[src/rtl/led_share_arbiter.sv]
// Round-robin time-share of the 4 board LEDs between NUM_CLIENTS requesters with a minimum dwell per owner.
// Optional owner-ID flash on every new grant when LED_SHARE_ARB_OWNER_FLASH_EN is defined.
module led_share_arbiter #(
  parameter int NUM_CLIENTS  = 4,
  parameter int DWELL_CYCLES = 50000000,
  parameter int DWELL_W      = 26,
  parameter int FLASH_CYCLES = 12500000
) (
  input  logic                       CLK,
  input  logic                       RST_N,
  input  logic [NUM_CLIENTS-1:0]     req,
  input  logic [4*NUM_CLIENTS-1:0]   req_val,
  output logic [NUM_CLIENTS-1:0]     grant,
  output logic [3:0]                 led_out,
  output logic                       busy
);

  localparam int                PTR_W      = $clog2(NUM_CLIENTS);
  localparam logic [PTR_W:0]    NUM_W      = (PTR_W+1)'(NUM_CLIENTS);
  localparam logic [PTR_W-1:0]  LAST_IDX   = PTR_W'(NUM_CLIENTS-1);
  localparam logic [DWELL_W-1:0] DWELL_LOAD = DWELL_W'(DWELL_CYCLES-1);

`ifdef LED_SHARE_ARB_OWNER_FLASH_EN
  localparam int                 FLASH_W    = (FLASH_CYCLES > 1) ? $clog2(FLASH_CYCLES) : 1;
  localparam logic [FLASH_W-1:0] FLASH_LOAD = FLASH_W'(FLASH_CYCLES-1);
  typedef enum logic [1:0] {IDLE, SHOW, FLASH} state_t;
  logic [FLASH_W-1:0] flash_q, flash_d;
`else
  typedef enum logic [0:0] {IDLE, SHOW} state_t;
`endif

  state_t                 state_q, state_d;
  logic [PTR_W-1:0]       owner_q, owner_d;
  logic [PTR_W-1:0]       rr_q, rr_d;
  logic [NUM_CLIENTS-1:0] grant_q, grant_d;
  logic [3:0]             led_q, led_d;
  logic                   busy_q, busy_d;
  logic [DWELL_W-1:0]     dwell_q, dwell_d;

  logic                   arb_found;
  logic [PTR_W-1:0]       arb_sel;
  logic [PTR_W:0]         arb_sum;
  logic [NUM_CLIENTS-1:0] sel_onehot;
  logic [PTR_W-1:0]       rr_after;
  logic                   owner_req;
  logic [3:0]             owner_vec;

  // rr_q always sits one past the owner, so scanning from it finds "first after owner" with the owner last
  always_comb begin
    arb_found = 1'b0;
    arb_sel   = '0;
    arb_sum   = '0;
    for (int k = NUM_CLIENTS-1; k >= 0; k--) begin
      arb_sum = {1'b0, rr_q} + (PTR_W+1)'(k);
      if (arb_sum >= NUM_W) arb_sum = arb_sum - NUM_W;
      if (req[arb_sum[PTR_W-1:0]]) begin
        arb_found = 1'b1;
        arb_sel   = arb_sum[PTR_W-1:0];
      end
    end
  end

  always_comb begin
    sel_onehot          = '0;
    sel_onehot[arb_sel] = 1'b1;
    rr_after            = (arb_sel == LAST_IDX) ? '0 : arb_sel + PTR_W'(1);
    owner_req           = req[owner_q];
    owner_vec           = req_val[{owner_q, 2'b00} +: 4];
  end

  always_comb begin
    state_d = state_q;
    owner_d = owner_q;
    rr_d    = rr_q;
    grant_d = grant_q;
    led_d   = led_q;
    busy_d  = busy_q;
    dwell_d = dwell_q;
`ifdef LED_SHARE_ARB_OWNER_FLASH_EN
    flash_d = flash_q;
`endif
    case (state_q)
      IDLE: begin
        grant_d = '0;
        led_d   = '0;
        busy_d  = 1'b0;
        if (arb_found) begin
          owner_d = arb_sel;
          grant_d = sel_onehot;
          busy_d  = 1'b1;
          rr_d    = rr_after;
          dwell_d = DWELL_LOAD;
`ifdef LED_SHARE_ARB_OWNER_FLASH_EN
          state_d = FLASH;
          flash_d = FLASH_LOAD;
`else
          state_d = SHOW;
`endif
        end
      end
      SHOW: begin
        led_d = owner_vec;
        if (!owner_req || dwell_q == '0) begin
          if (!arb_found) begin
            state_d = IDLE;
            grant_d = '0;
            led_d   = '0;
            busy_d  = 1'b0;
            dwell_d = '0;
          end else if (arb_sel == owner_q) begin
            dwell_d = DWELL_LOAD;
          end else begin
            owner_d = arb_sel;
            grant_d = sel_onehot;
            rr_d    = rr_after;
            dwell_d = DWELL_LOAD;
`ifdef LED_SHARE_ARB_OWNER_FLASH_EN
            state_d = FLASH;
            flash_d = FLASH_LOAD;
`endif
          end
        end else begin
          dwell_d = dwell_q - DWELL_W'(1);
        end
      end
`ifdef LED_SHARE_ARB_OWNER_FLASH_EN
      FLASH: begin
        led_d = 4'(owner_q) + 4'd1;
        if (!owner_req) begin
          if (!arb_found) begin
            state_d = IDLE;
            grant_d = '0;
            led_d   = '0;
            busy_d  = 1'b0;
            dwell_d = '0;
          end else begin
            owner_d = arb_sel;
            grant_d = sel_onehot;
            rr_d    = rr_after;
            flash_d = FLASH_LOAD;
          end
        end else if (flash_q == '0) begin
          state_d = SHOW;
          dwell_d = DWELL_LOAD;
        end else begin
          flash_d = flash_q - FLASH_W'(1);
        end
      end
`endif
      default: begin
        state_d = IDLE;
        grant_d = '0;
        led_d   = '0;
        busy_d  = 1'b0;
      end
    endcase
  end

  always_ff @(posedge CLK) begin
    if (!RST_N) begin
      state_q <= IDLE;
      owner_q <= '0;
      rr_q    <= '0;
      grant_q <= '0;
      led_q   <= '0;
      busy_q  <= 1'b0;
      dwell_q <= '0;
`ifdef LED_SHARE_ARB_OWNER_FLASH_EN
      flash_q <= '0;
`endif
    end else begin
      state_q <= state_d;
      owner_q <= owner_d;
      rr_q    <= rr_d;
      grant_q <= grant_d;
      led_q   <= led_d;
      busy_q  <= busy_d;
      dwell_q <= dwell_d;
`ifdef LED_SHARE_ARB_OWNER_FLASH_EN
      flash_q <= flash_d;
`endif
    end
  end

  assign grant   = grant_q;
  assign led_out = led_q;
  assign busy    = busy_q;

endmodule

[config.mk]
export PLATFORM = sky130hd
export DESIGN_NAME = led_share_arbiter
export DESIGN_NICKNAME = d
export VERILOG_FILES = /design/src/rtl/led_share_arbiter.sv
export SDC_FILE = /design/constraint.sdc
export NUM_CORES = 1
export LEC_CHECK = 0
export CAP_MARGIN = 20
export CORE_ASPECT_RATIO = 0.6
export CORE_MARGIN = 4
export CORE_UTILIZATION = 40
export DETAILED_ROUTE_END_ITERATION = 16
export PLACE_DENSITY = 0.69
export SKIP_CTS_REPAIR_TIMING = 1
export SYNTH_ARGS = -nofsm -noshare
export SYNTH_HDL_FRONTEND = slang
export SYNTH_SLANG_ARGS = --single-unit
[constraint.sdc]
create_clock -name CLK -period 5.25 [get_ports CLK]
set_input_delay 0.525 -clock CLK [delete_from_list [all_inputs] [get_ports CLK]]
set_output_delay 0.525 -clock CLK [all_outputs]
set_load 0.02 [all_outputs]
# [Word level (Yosys, flattened, before mapping)]
# Cells that the tools add are included.
[classes] addsub=9 n_lt_le_gt_ge=11 eq_ne=8 shifts=1 mux=53 bitwise_logic=1 reduce_logical=7
[op_table] op="$mux 26" n=3
[op_table] op="$pmux 26 s2" n=1
[op_table] op="$mux 2" n=17
[op_table] op="$logic_not 26->1" n=1
[op_table] op="$sub 26x1->26 const B" n=1
[op_table] op="$mux 4" n=6
[op_table] op="$lt 2x3->1 const B" n=6
[op_table] op="$pmux 4 s2" n=2
[op_table] op="$shiftx 16x5->4" n=1
[op_table] op="$mux 1" n=14
[op_table] op="$bmux 1 s2" n=5
[op_table] op="$ge 3x3->1 const B" n=3
[op_table] op="$pmux 2 s2" n=2
[op_table] op="$sub 2x1->2 const B" n=4
[op_table] op="$add 2x2->3 const B" n=2
[op_table] op="$ne 2x2->1 const B" n=3
[op_table] op="$ne 2x1->1 const B" n=2
[op_table] op="$pmux 1 s2" n=2
[op_table] op="$reduce_and 2->1" n=2
[op_table] op="$reduce_and 4->1" n=1
[op_table] op="$add 2x1->3 const B" n=1
[op_table] op="$ge 2x3->1 const B" n=1
[op_table] op="$ne 3x3->1 const B" n=1
[op_table] op="$add 2x1->2 const B" n=1
[op_table] op="8 further kinds" n=8
[word_totals] register_bits=40 output_inout_bits=9 wordCells=97

# [Longest topological paths before layout]
# Gate-level depths: netlist of the first run.
[logic_depth] word_depth=17 depth_mapped=9

# [Least setup slack after synthesis of the first run]
# Ideal clock, no wire load.
[synth_path] kind="reg2reg" startpoint="register dwell_q[0]" endpoint="register grant_q[0] (netlist: grant[0])" setup_ns=0.160 arrival_ns=2.194 t_required_ns=5.090 setup_slack_ns=2.897 stages_incl_launch_ff=10 n_path_buf=1 cell_sequence="dfxtp_1 > inv_1 > ha_1 > or4b_2 > nor4_4 > a21boi_1 > nand2_1 > buf_4 > o41a_1 > o22ai_1"
[synth_between] elab_chain_cells=4
[synth_lines] element="from (decl)" line="38" text="logic [DWELL_W-1:0] dwell_q, dwell_d;"
[synth_lines] element="from (signal assigned)" line="178" text="dwell_q <= dwell_d;"
[synth_lines] element="$logic_not 26->1" line="103" text="if (!owner_req || dwell_q == '0) begin"
[synth_lines] element="$logic_or 1x1->1" line="103"
[synth_lines] element="$ne 2x1->1 (no source line)"
[synth_lines] element="$reduce_and 2->1 (no source line)"
[synth_lines] element="to (signal assigned)" line="175" text="grant_q <= grant_d;"
[synth_lines] element="to (decl)" line="35" text="logic [NUM_CLIENTS-1:0] grant_q, grant_d;"
# Every way passes these cells.
# A chain may end at the register's enable or synchronous reset.

# [Worst setup path after layout of the first run]
# Ends and elaborated chain as after synthesis.

==> metrics.csv, run 1 <==
metric;value;unit
status;completed;
routed_via_density;5.80;
cp_data_arrival_time;3.06;ns
setup_viol;0;
die_x;103;um
grt_pass1_wl;9310;um
synth_top_area_share;37.1;%
synth_top_family_by_area;compound AO/OA/AOI/OAI gates;
met2_length;2040;um
antenna_left;0;
antenna_cells;0;
cts_root_buffer;clkbuf_8;
cts_made_buffers;5;
top_layer;met4;
syn_nets;286;
synth_cell_types;46;
worstMarginPinSlew;1.08;ns
num_rows;20;
cp_max_fo;12;
synth_compound_area_share;25.7;%
rsz0062_at_grt;false;
whs_path_depth;2;
clock_skew;0.0126;ns
fin_crit_sh;55.9;%
period_needed;2.94;ns
worstPathCellList;inv_1 -> ha_1 -> or4b_2 -> nor4_4 -> a21boi_1 -> nand2_1 -> o41a_1 -> o22ai_1;
synth-edff-count;0;
synth-xor-area-share;0.811;%
portBuffers;30;
mostFrequentLayoutCell;dfxtp_1;
die_h;64.9;um
core_area;5130;um^2
critPathSlowestCell;or4b_2;
grt_max_degree;35;
grt_overflow;0;
antenna_found_initial;0;
slowest_delay;0.72;ns
drt_wl_total;5450;um
fin_area;2610;um^2
ff2ff_setup_slack;2.31;ns
synth_area_leader_cell;dfxtp_1;
clock_path_buffers;2;
whs_endpoint;grant[2];
required;5.38;ns
n_fill_cell;461;
vias;2040;
io_pins;31;
netlist_area;2160;um^2
power.leakage;0.958;nW
r2r-end;grant[0];
initial_core_util;42.1;%
p_int;0.618;mW
area_growth;20.8;%
comb_power_share;30.1;%
drt-met1-wl;2920;um
clkLatencyLatePin;0.29;ns
track_usage;17.8;%
grt_pass1_vias;1869;
clk_pin_slew_worst_paths;0.08;ns
synthSimpleGateAreaFrac;22.4;%
hold_path_class;register to register;
worstSetupStartpointType;register;
cts_tree;done;
cts_max_level;2;
synthAdderAreaFrac;2.90;%
peakVddDrop;0.000142;V
mostFrequentLayoutCells;dfxtp_1, clkdlybuf4s50_1, nand2_1;
maxSlewViolCount;0;
yosys_warnings;0;
drc;0;
fin_cells;352;
worst-r2r-cell-count;8;
switchingPower;0.308;mW
relSlewSlack;27.7;%
netlist_instances;259;
async_reset_ff_share;0;%
synth_ff_type;dfxtp_1;
dpl_cell_area;2500;um^2
synth_mux_area_share;6.60;%
fmax;341;MHz
place_congestion;0.860;
drtIter0Drc;112;
dieArea;6680;um^2
timing.rr.start;dwell_q[0];
final_layout_size_suffix_gt1_share;6.29;%
maxCapViolCount;0;
cts_sinks;40;
swShare;33.3;%
hpwl;3920;um
synth.avg_cell_area;8.34;um^2
fin_nets;312;
wire_per_inst;15.5;um
pwr-share-seq;42.9;%
holdWs;0.467;ns
min-delay-start;grant[2];
hold_viol_final;0;
place_inst;344;
p_total;0.925;mW
yosysSeqAreaShare;37.1;%
firstDrtPassIters;4;
tns;0;ns
ys_seq_elements;40;
pwr-share-clk;27.0;%
path_class;register to register;
synth_area_leaders;dfxtp_1, a21oi_1, mux4_2;
wl_met3;426;um
powerDensity;355;nW/um^2
crit_path_end_kind;register;
flip-flops by register name, summed over array words and instances, names as in the netlist:
signal,cells
led_out,4
rr_q,2
state_q,1
owner_q,2
dwell_q,26
grant,4
busy,1
synth_stat cells, drive strengths merged (2+ instances only):
| master | number |
|---|---|
| a311oi | 9 |
| nand2 | 28 |
| o21a | 2 |
| o21ai | 14 |
| a21oi | 28 |
| or3 | 5 |
| dfxtp | 40 |
| nand3 | 8 |
| and3 | 6 |
| nor2 | 20 |
| buf | 4 |
| nor4 | 5 |
| inv | 11 |
| a31oi | 4 |
| o31ai | 4 |
| clkbuf | 9 |
| mux4 | 5 |
| a211oi | 2 |
| ha | 5 |
| a211o | 4 |
| o311ai | 3 |
| nor3 | 9 |
| nand4b | 2 |
| o22ai | 5 |
| mux2i | 3 |
| nand2b | 4 |
| or4 | 5 |
| a21boi | 2 |
cells by family after synthesis:
group | count (synthesis)
AND/OR/NAND/NOR | 95
AO/OA/AOI/OAI | 85
flip-flops | 40
buffers and inverters | 24
multiplexers | 8
adder cells (fa/ha/maj) | 5
XOR/XNOR | 2
layout make-up:
class                      count  area [um^2]  area share [%]
multi-input combinational    195         1260            48.3
sequential                    40          801            30.7
timing repair buffer          32          315            12.1
tap                           66         82.6            3.17
clock buffer                   6         72.6            2.78
inverter                      11         41.3            1.58
clock inverter                 2         35.0            1.34
power groups by stage:
stage | Clock (mW) | Sequential (mW) | Combinational, mW
after floorplan | 0 | 0.394 | 0.199
after global placement | 0 | 0.402 | 0.274
after detailed placement | 0 | 0.403 | 0.277
after CTS | 0.259 | 0.396 | 0.278
after global routing | 0.271 | 0.406 | 0.312
final | 0.250 | 0.397 | 0.279
metal layers:
layer / global-route usage (%) / vias to the layer above
li1: - / 1029
met1: 27.6 / 937
met2: 23.3 / 67
met3: 4.52 / 7
met4: 5.82 / 0
met5: 0 / -
worst max-delay path: cells and delay by family, from the launching register on:
kind	cells	cell delay, ns
fa+ha+maj	1	0.20
simple gates	3	1.49
flops	1	0.35
compound gates	3	0.65
buf+inv	1	0.07
worst max-delay path by stage:
| stage | start | endpoint | slack (ns) | depth (start not counted) |
|---|---|---|---|---|
| after floorplan | dwell_q[0] | grant[0] | 2.90 | 9 |
| after global placement | req[1] | rr_q[1] | 2.26 | 7 |
| after detailed placement | req[1] | rr_q[0] | 2.21 | 7 |
| final | dwell_q[0] | grant[0] | 2.31 | 8 |
| after CTS | dwell_q[0] | grant[0] | 2.33 | 8 |
| after global routing | dwell_q[0] | grant[1] | 2.10 | 8 |
per-stage QoR:
stage / setup slack (ns) / util [%]
3_3_place_gp: 2.26 / 48.8
4_1_cts: 2.33 / 50.9
2_1_floorplan: 2.90 / -
3_5_place_dp: 2.21 / 48.8
6_report: 2.31 / 50.9
5_1_grt: 2.10 / 50.9
Power figures use the tool's default switching activity.
==> inputs of run 2 (changes only) <==
- PLACE_DENSITY: 0.69 -> 0.71
- clock period: 5.25 -> 2.6 ns (I/O delays scaled with it)
==> run 2 against run 1 <==
  * Power grew 100%
  * Flip-flop and latch count is the same
  * Register-to-register slack lost 2.2 ns
  * Count of clock-buffer cells in the layout is the same
  * Final area grew 4.6%
  * Core utilization grew 2.3 points
  * Critical path type unchanged
  * Cell count grew 5.1%
  * Non-clock buffer count grew 19
==> metrics.csv, run 2 (same netlist as run 1, synthesis figures left out) <==
metric;value;unit
antenna_cells;0;
routed_via_density;5.81;
p_total;1.86;mW
die_h;64.9;um
cts_max_level;2;
drtIter0Drc;196;
grt_pass1_wl;9630;um
rsz0062_at_grt;true;
num_rows;20;
worstPathCellList;inv_1 -> ha_1 -> or4b_4 -> nor4_4 -> a21oi_2 -> nor2_2 -> o31ai_1 -> clkbuf_2 -> mux2i_1;
maxCapViolCount;0;
mostFrequentLayoutCell;dfxtp_1;
largest_reg_flops;26;
critPathSlowestCell;or4b_4;
portBuffers;30;
cts_tree;done;
cp_max_fo;6;
area_growth;26.4;%
n_fill_cell;457;
dp_slack;-0.104;ns
period_needed;2.48;ns
power.leakage;1.04;nW
grt_overflow;0;
peakVddDrop;0.000368;V
clk_pin_slew_worst_paths;0.08;ns
grt_max_degree;30;
clock_path_buffers;2;
crit_family;simple AND/OR/NAND/NOR gates;
firstDrtPassIters;4;
vias;2150;
regArea;801;um^2
clkLatencyLatePin;0.29;ns
wire_per_inst;15.5;um
hold_path_class;register to register;
multi_input_area;1270;um^2
hold_viol_final;0;
cp_data_arrival_time;2.66;ns
drt_wl_total;5740;um
initial_core_util;42.1;%
cts_root_buffer;clkbuf_8;
cts_made_buffers;5;
dpl_cell_area;2630;um^2
clock_skew;0.00278;ns
setup_viol;0;
worstSetupStartpointType;register;
required;2.78;ns
dieArea;6680;um^2
antenna_left;0;
track_usage;18.3;%
path_class;register to register;
crit_path_end_kind;register;
cts_sinks;40;
fin_area;2730;um^2
mostFrequentLayoutCells;dfxtp_1, clkdlybuf4s50_1, nand2_1;
fin_crit_sh;95.4;%
worst_slack;0.120;ns
place_congestion;0.836;
die_x;103;um
fin_nets;331;
core_area;5130;um^2
fmax;403;MHz
critPathBufInv;2;
largest-register;dwell_q;
holdWs;0.472;ns
maxSlewViolCount;0;
status;completed;
powerDensity;682;nW/um^2
antenna_found_initial;0;
io_pins;31;
slowest_delay;0.54;ns
relSlewSlack;64.4;%
hpwl;4180;um
grt_pass1_vias;1919;
drc;0;
final_layout_size_suffix_gt1_share;12.2;%
worstMarginPinSlew;0.530;ns
==> run 2: layer usage <==
layer / GRT usage, % / vias up / routed length (um)
met1: 29.2 / 1002 / 2890
met5: 0 / - / 0
met4: 3.72 / 0 / 29
li1: - / 1063 / -
met2: 23.2 / 83 / 2210
met3: 6.13 / 2 / 606
==> run 2: per-stage QoR <==
step	TNS [ns]	util (%)	std cells
6_report	0	53.2	370
5_1_grt	-0.160	53.2	370
4_1_cts	0	52.8	368
3_5_place_dp	-0.546	51.2	361
3_3_place_gp	-0.0199	51.2	361
2_1_floorplan	0	-	259
==> run 2: cell type report <==
type                            instances  share of cell area, %
Tap cell                               66                   3.03
Sequential cell                        40                   29.3
Multi-Input combinational cell        195                   46.4
Inverter                               11                   1.51
Clock inverter                          1                  0.183
Timing Repair Buffer                   51                   16.8
Clock buffer                            6                   2.66
==> run 2: path summary, 6_finish.rpt <==
kind | slack, ns | startpoint | cells after the start | end
max reg2reg | 0.12 | dwell_q[0] | 9 | owner_q[0]
min reg2reg | 0.47 | grant[1] | 2 | grant[1]
min | 0.47 | grant[1] | 2 | grant[1]
max | 0.12 | dwell_q[0] | 9 | owner_q[0]
==> run 2: tightest hold or removal path, cell delays in order, from the launching register on <==
cell     delay, ns
dfxtp_1       0.31
nand2_1       0.05
o22ai_1       0.06
==> run 2: power by group <==
group / internal (mW) / switching [mW]
sequential: 0.698 / 0.0852
combinational: 0.332 / 0.349
clock: 0.183 / 0.214
==> inputs of run 3 (changes only) <==
- ABC_CLOCK_PERIOD_IN_PS: not set -> 2600
==> results of run 3 <==
No change in the layout: final DEF, timing and power equal those of run 2.
